$ cat src/rtl/data_mem_bridge_pkg.sv
// Shared constants and state encoding for the data-memory bridge between the
// cpu MEM stage and a variable-latency backing memory.
package data_mem_bridge_pkg;

  localparam int DATA_WIDTH_C = 32;
  localparam int STRB_WIDTH_C = DATA_WIDTH_C / 8;
  // Byte-offset bits below the word tag.
  localparam int TAG_LSB      = $clog2(STRB_WIDTH_C);

  typedef enum logic [1:0] {
    IDLE = 2'd0,
    REQ  = 2'd1,
    DONE = 2'd2
  } state_e;

endpackage

$ cat src/rtl/data_mem_line_buf.sv
// One-word read buffer with tag/valid, hit compare, fill from the backing
// memory and byte-strobe merge of completed stores.
module data_mem_line_buf #(
  parameter int DATA_WIDTH = 32,
  parameter int TAG_WIDTH  = 30,
  parameter int STRB_WIDTH = 4
) (
  input  logic                  clk,
  input  logic                  rst_n,
  input  logic [TAG_WIDTH-1:0]  lookup_tag,
  output logic                  hit,
  input  logic                  fill_en,
  input  logic [TAG_WIDTH-1:0]  fill_tag,
  input  logic [DATA_WIDTH-1:0] fill_data,
  input  logic                  merge_en,
  input  logic [TAG_WIDTH-1:0]  merge_tag,
  input  logic [DATA_WIDTH-1:0] merge_data,
  input  logic [STRB_WIDTH-1:0] merge_strb,
  output logic [DATA_WIDTH-1:0] buf_data
);

  logic                  valid_q, valid_d;
  logic [TAG_WIDTH-1:0]  tag_q, tag_d;
  logic [DATA_WIDTH-1:0] data_q, data_d;
  logic [DATA_WIDTH-1:0] merged;
  logic                  merge_hit;

  assign hit       = valid_q && (lookup_tag == tag_q);
  assign merge_hit = valid_q && (merge_tag == tag_q);
  assign buf_data  = data_q;

  generate
    for (genvar gi = 0; gi < STRB_WIDTH; gi++) begin : g_lane
      assign merged[gi*8 +: 8] = merge_strb[gi] ? merge_data[gi*8 +: 8] : data_q[gi*8 +: 8];
    end
  endgenerate

  always_comb begin
    valid_d = valid_q;
    tag_d   = tag_q;
    data_d  = data_q;
    if (fill_en) begin
      valid_d = 1'b1;
      tag_d   = fill_tag;
      data_d  = fill_data;
    end else if (merge_en && merge_hit) begin
      data_d  = merged;
    end
  end

  always_ff @(posedge clk or negedge rst_n) begin
    if (!rst_n) begin
      valid_q <= 1'b0;
      tag_q   <= '0;
      data_q  <= '0;
    end else begin
      valid_q <= valid_d;
      tag_q   <= tag_d;
      data_q  <= data_d;
    end
  end

endmodule

$ cat src/rtl/data_mem_bridge.sv
// Turns the cpu's single-cycle data-memory view into a level-held req/ack
// handshake, stalling the pipeline on misses and stores until acknowledged.
module data_mem_bridge
  import data_mem_bridge_pkg::*;
#(
  parameter int DATA_WIDTH      = DATA_WIDTH_C,
  parameter int DATA_ADDR_WIDTH = 32,
  parameter int STRB_WIDTH      = DATA_WIDTH / 8
) (
  input  logic                       cpu_clk,
  input  logic                       cpu_rst_n,
  input  logic                       cpu_data_mem_read,
  input  logic [DATA_ADDR_WIDTH-1:0] cpu_data_mem_raddr,
  input  logic                       cpu_data_mem_write,
  input  logic [DATA_ADDR_WIDTH-1:0] cpu_data_mem_waddr,
  input  logic [DATA_WIDTH-1:0]      cpu_data_mem_wdata,
  input  logic [STRB_WIDTH-1:0]      cpu_data_mem_write_strobe,
  output logic [DATA_WIDTH-1:0]      data_mem_rdata,
  output logic                       data_mem_hazard,
  output logic                       mem_req,
  output logic                       mem_we,
  output logic [DATA_ADDR_WIDTH-1:0] mem_addr,
  output logic [DATA_WIDTH-1:0]      mem_wdata,
  output logic [STRB_WIDTH-1:0]      mem_wstrb,
  input  logic                       mem_ack,
  input  logic [DATA_WIDTH-1:0]      mem_rdata
);

  localparam int TAG_WIDTH = DATA_ADDR_WIDTH - TAG_LSB;
  localparam logic [DATA_ADDR_WIDTH-1:0] ALIGN_MASK = {{TAG_WIDTH{1'b1}}, {TAG_LSB{1'b0}}};

  state_e                     state_q, state_d;
  logic                       mem_req_q, mem_req_d;
  logic                       mem_we_q, mem_we_d;
  logic [DATA_ADDR_WIDTH-1:0] mem_addr_q, mem_addr_d;
  logic [DATA_WIDTH-1:0]      mem_wdata_q, mem_wdata_d;
  logic [STRB_WIDTH-1:0]      mem_wstrb_q, mem_wstrb_d;
  logic                       hazard;
  logic                       hit;
  logic                       fill_en;
  logic                       merge_en;
  logic [TAG_WIDTH-1:0]       req_tag;

  assign req_tag = mem_addr_q[DATA_ADDR_WIDTH-1:TAG_LSB];

  data_mem_line_buf #(
    .DATA_WIDTH (DATA_WIDTH),
    .TAG_WIDTH  (TAG_WIDTH),
    .STRB_WIDTH (STRB_WIDTH)
  ) u_line_buf (
    .clk        (cpu_clk),
    .rst_n      (cpu_rst_n),
    .lookup_tag (cpu_data_mem_raddr[DATA_ADDR_WIDTH-1:TAG_LSB]),
    .hit        (hit),
    .fill_en    (fill_en),
    .fill_tag   (req_tag),
    .fill_data  (mem_rdata),
    .merge_en   (merge_en),
    .merge_tag  (req_tag),
    .merge_data (mem_wdata_q),
    .merge_strb (mem_wstrb_q),
    .buf_data   (data_mem_rdata)
  );

  always_comb begin
    state_d     = state_q;
    mem_req_d   = mem_req_q;
    mem_we_d    = mem_we_q;
    mem_addr_d  = mem_addr_q;
    mem_wdata_d = mem_wdata_q;
    mem_wstrb_d = mem_wstrb_q;
    hazard      = 1'b0;
    fill_en     = 1'b0;
    merge_en    = 1'b0;
    case (state_q)
      IDLE: begin
        // Stores win over a simultaneous load; a load hit completes with no stall.
        if (cpu_rst_n && cpu_data_mem_write) begin
          hazard      = 1'b1;
          state_d     = REQ;
          mem_req_d   = 1'b1;
          mem_we_d    = 1'b1;
          mem_addr_d  = cpu_data_mem_waddr & ALIGN_MASK;
          mem_wdata_d = cpu_data_mem_wdata;
          mem_wstrb_d = cpu_data_mem_write_strobe;
        end else if (cpu_rst_n && cpu_data_mem_read && !hit) begin
          hazard      = 1'b1;
          state_d     = REQ;
          mem_req_d   = 1'b1;
          mem_we_d    = 1'b0;
          mem_addr_d  = cpu_data_mem_raddr & ALIGN_MASK;
          mem_wstrb_d = '0;
        end
      end
      REQ: begin
        hazard = 1'b1;
        if (mem_ack && mem_req_q) begin
          mem_req_d = 1'b0;
          state_d   = DONE;
          merge_en  = mem_we_q;
          fill_en   = !mem_we_q;
        end
      end
      // The stalled request is still on the inputs here; release the pipeline without reissuing.
      DONE: state_d = IDLE;
      default: state_d = IDLE;
    endcase
  end

  always_ff @(posedge cpu_clk or negedge cpu_rst_n) begin
    if (!cpu_rst_n) begin
      state_q     <= IDLE;
      mem_req_q   <= 1'b0;
      mem_we_q    <= 1'b0;
      mem_addr_q  <= '0;
      mem_wdata_q <= '0;
      mem_wstrb_q <= '0;
    end else begin
      state_q     <= state_d;
      mem_req_q   <= mem_req_d;
      mem_we_q    <= mem_we_d;
      mem_addr_q  <= mem_addr_d;
      mem_wdata_q <= mem_wdata_d;
      mem_wstrb_q <= mem_wstrb_d;
    end
  end

  assign data_mem_hazard = hazard;
  assign mem_req         = mem_req_q;
  assign mem_we          = mem_we_q;
  assign mem_addr        = mem_addr_q;
  assign mem_wdata       = mem_wdata_q;
  assign mem_wstrb       = mem_wstrb_q;

endmodule

$ cat config.mk
export PLATFORM = sky130hd
export DESIGN_NAME = data_mem_bridge
export DESIGN_NICKNAME = d
export VERILOG_FILES = /design/src/rtl/data_mem_bridge_pkg.sv /design/src/rtl/data_mem_line_buf.sv /design/src/rtl/data_mem_bridge.sv
export SDC_FILE = /design/constraint.sdc
export NUM_CORES = 1
export LEC_CHECK = 0
export ABC_CLOCK_PERIOD_IN_PS = 2700
export CAP_MARGIN = 5
export CORE_ASPECT_RATIO = 1.4
export CORE_MARGIN = 2
export CORE_UTILIZATION = 31
export DETAILED_ROUTE_END_ITERATION = 8
export PLACE_DENSITY = 0.63
export REMOVE_ABC_BUFFERS = 1
export SYNTH_ARGS = -nofsm -noshare
export SYNTH_HDL_FRONTEND = slang
export SYNTH_SLANG_ARGS = --single-unit
$ cat constraint.sdc
create_clock -name cpu_clk -period 2.7 [get_ports cpu_clk]
set_input_delay 0.54 -clock cpu_clk [delete_from_list [all_inputs] [get_ports cpu_clk]]
set_output_delay 0.54 -clock cpu_clk [all_outputs]
set_load 0.02 [all_outputs]
==> results.ini <==
[run_status]
status = complete, but fails checks
failed_checks = setup timing

[clock_tree]
root_buffer = clkbuf_16
path_clk_slew_ps = 60
clock_path_buffers = 2
numCtsBuffers = 17
cts_tree = yes
clkLatencyLatePin_ps = 410
holdBufCountCts = 0
cts_sinks = 133
htree_levels = 4

[finish]
final_layout_size_suffix_gt1_share_pct = 21.5
syn_to_final_growth_pct = 56.8
layoutNonFillerInstCount = 1090
nets = 963
diodes = 0
final_util_pct = 49.8

[timing]
layout_min_cycle_time_ps = 2870
skew_ps = 8.76
tns_ps = -166
hold_slack_ps = 128
fin_ws_ps = -166
slew_violations = 0
relSlewSlack_pct = 39.6
layout_worst_path_cycle_share_pct = 106
max_clock_freq_mhz = 349
rsz0062_at_grt = yes
worst_pin_slew_ps = 905
hold_viol = 0
setup_violations = 1

[routing]
drt_iter0_drc = 144
via_per_inst = 4.61
ant_nets = 0
wl_per_cell_um = 16.6
num_vias = 5027
drtPass1Iterations = 4
drc = 0
postRouteWirelength_mm = 18.1

[global_routing]
grt_start_max_net_pins = 70
grt-ovfl-total = 0
antenna_found_initial = 0
grt_pass1_vias = 5210
grt_pass1_wl_mm = 29.1
track_usage_pct = 17.1

[worst_setup_path]
cp_num_buf_inv = 3
worstPathArrival_ps = 2330
rr_worst_depth = 9
path_cells = clkdlybuf4s50_1 -> xnor2_1 -> nand4_1 -> nor4_2 -> buf_4 -> nand4_1 -> a41oi_4 -> a21oi_2 -> buf_6
crit_path_frequent_cell = nand4_1
crit_path_end_kind = output pin
critical_path_required_ps = 2160
crit_type = primary input to output pin
worst_path_largest_cell_delay_ps = 500
crit_cells = 9
crit_family = buffers and inverters
cp_slowest_cell = clkdlybuf4s50_1
regToRegStartpoint = u_line_buf.tag_q[17]$_DFFE_PN0P_
startpoint = cpu_data_mem_raddr[3]
crit_fanout = 2
startpoint_type = primary input

[place]
place_inst = 1058
port_buffers = 233
hpwl_mm = 13.3
gp_congestion = 0.738

[synth]
yosysSeqAreaShare_pct = 52.7
yosysTopAreaCell = dfrtp_1
ys_ff_latch = 133
synthFlopType = dfrtp_1
postSynthCellCount = 558
yosys.cell_types.count = 28
syn_avg_cell_area_um2 = 11.3
synth_top_area_share_pct = 52.7
synthTopCellsByCount = 133 x dfrtp_1, 110 x nand2_1, 90 x mux2_2
synth_warnings = 0
synth_edf_count = 0
synthArstFlopShare_pct = 100
syn_area_um2 = 6320
yosysMostFrequentCell = dfrtp_1
ys_top_cells_by_area = dfrtp_1 53%, mux2_2 16%, xnor2_1 6.7%, nand2_1 6.5%, mux2i_1 5.1%

[job]
timing.max_cap.violations = 0

[power_and_ir_drop]
p_clk_share_pct = 21.2
p_int_mw = 7.57
switching_share_pct = 36.2
p_sw_mw = 4.30
seqPwrFrac_pct = 32.8
p_leak_nw = 4.42
power_density_nw_per_um2 = 1200
ir_worst_vdd_v = 0.000529
comb_power_share_pct = 46.1
total_power_mw = 11.9

[die]
coreArea_um2 = 19900
rows = 61
dieWidth_um = 125
die_area_um2 = 21600
ios = 240
initial_core_util_pct = 31.7
die_y_um = 173

[worst_hold_path]
hp-class = primary input to asynchronous set/reset pin

[power by group through the flow]
| stage | clock (mW) | sequential (mW) | combinational (mW) |
|---|---|---|---|
| floorplan | 0 | 4.74 | 1.91 |
| global placement | 0 | 3.89 | 5.47 |
| detailed placement | 0 | 3.93 | 5.52 |
| CTS | 2.59 | 3.91 | 5.58 |
| global route | 2.67 | 4.07 | 5.87 |
| finish | 2.51 | 3.89 | 5.47 |
[state kept, by name (all words and copies together) (netlist names)]
register and flops:
u_line_buf.tag_q 30, mem_req 1, mem_we 1, state_q 2
mem_wstrb 4, mem_addr 30, u_line_buf.valid_q 1, mem_wdata 32
u_line_buf.buf_data 32
[layer usage]
| layer | up-vias | part of all wire [%] | global-route usage [%] |
|---|---|---|---|
| li1 | 2432 | - | - |
| met1 | 2422 | 42 | 20.6 |
| met2 | 166 | 52 | 30.3 |
| met3 | 7 | 5.5 | 4.64 |
| met4 | 0 | 0.56 | 4.35 |
| met5 | - | 0 | 0 |
[logic make-up (layout without fill, tap and decap cells)]
| family | count (synthesis) | after routing | synth area share (%) |
|---|---|---|---|
| mux | 122 | 122 | 21.1 |
| simple gates | 172 | 172 | 12.5 |
| other cells | 1 | 2 | 0.0593 |
| flops | 133 | 133 | 52.7 |
| buf+inv | 28 | 307 | 1.96 |
| xor+xnor | 59 | 59 | 8.18 |
| compound gates | 43 | 43 | 3.56 |
[layout make-up]
type                    count  area, um2
fillers                  1870      10000
flip-flops and latches    133       3330
multi-input cells         398       2950
repair buffers            272       2660
clock buffers              20        467
well taps                 252        315
clock inverters            11        173
inverters                   4       15.0
[final timing paths]
| path | end | slack (ps) |
|---|---|---|
| max | data_mem_hazard | -170 |
| min | mem_we$_DFFE_PN0P_ | 130 |
| max reg2reg | mem_addr[26]$_DFFE_PN0P_ | 90 |
| min reg2reg | mem_wdata[14]$_DFFE_PN0P_ | 500 |
| max in group asynchronous | u_line_buf.tag_q[21]$_DFFE_PN0P_ | 1090 |
| min in group cpu_clk | mem_wdata[14]$_DFFE_PN0P_ | 500 |
[layout by cell type (no fill, tap or decap), types with 3 or more instances in the layout]
master / Yosys / final
xnor2_1: 48 / 44
mux2_2: 90 / 90
o21ai_0: 6 / 6
buf_4: 5 / 36
xnor2_2: 0 / 4
clkbuf_16: 0 / 17
nor2_1: 34 / 34
nand4_1: 12 / 12
buf_12: 0 / 3
inv_1: 4 / 4
mux2i_1: 32 / 32
dlygate4sd2_1: 0 / 6
clkbuf_8: 0 / 3
bufinv_16: 0 / 4
dfrtp_1: 133 / 133
clkdlybuf4s50_1: 0 / 224
nand3_4: 4 / 4
nand2_1: 110 / 109
xor2_1: 11 / 11
a21oi_1: 34 / 33
[per-stage QoR]
step                setup WS, ps  area [um2]
finish                      -166        9910
global route                -309        9910
CTS                         -201        9900
detailed placement         -1070        9220
global placement           -1070        9220
floorplan                  -2920        6210
[what timing repair did]
| action | 4_1_cts | 5_1_grt |
|---|---|---|
| gates cloned | 0 | 0 |
| gates resized for setup | 20 | 2 |
| buffers inserted | 1 | 0 |
| setup endpoints to repair | 32 | 31 |
| hold endpoints to repair | 0 | 0 |
| pin swaps | 8 | 0 |
[worst register-to-register path: cells and delay by family, from the launching register on]
| kind | cells | cell delay [ps] |
|---|---|---|
| buf+inv | 3 | 750 |
| simple gates | 2 | 260 |
| flops | 1 | 410 |
| xor+xnor | 1 | 180 |
| mux | 1 | 410 |
| compound gates | 2 | 490 |
No activity file was read; power rests on OpenSTA's default activity.
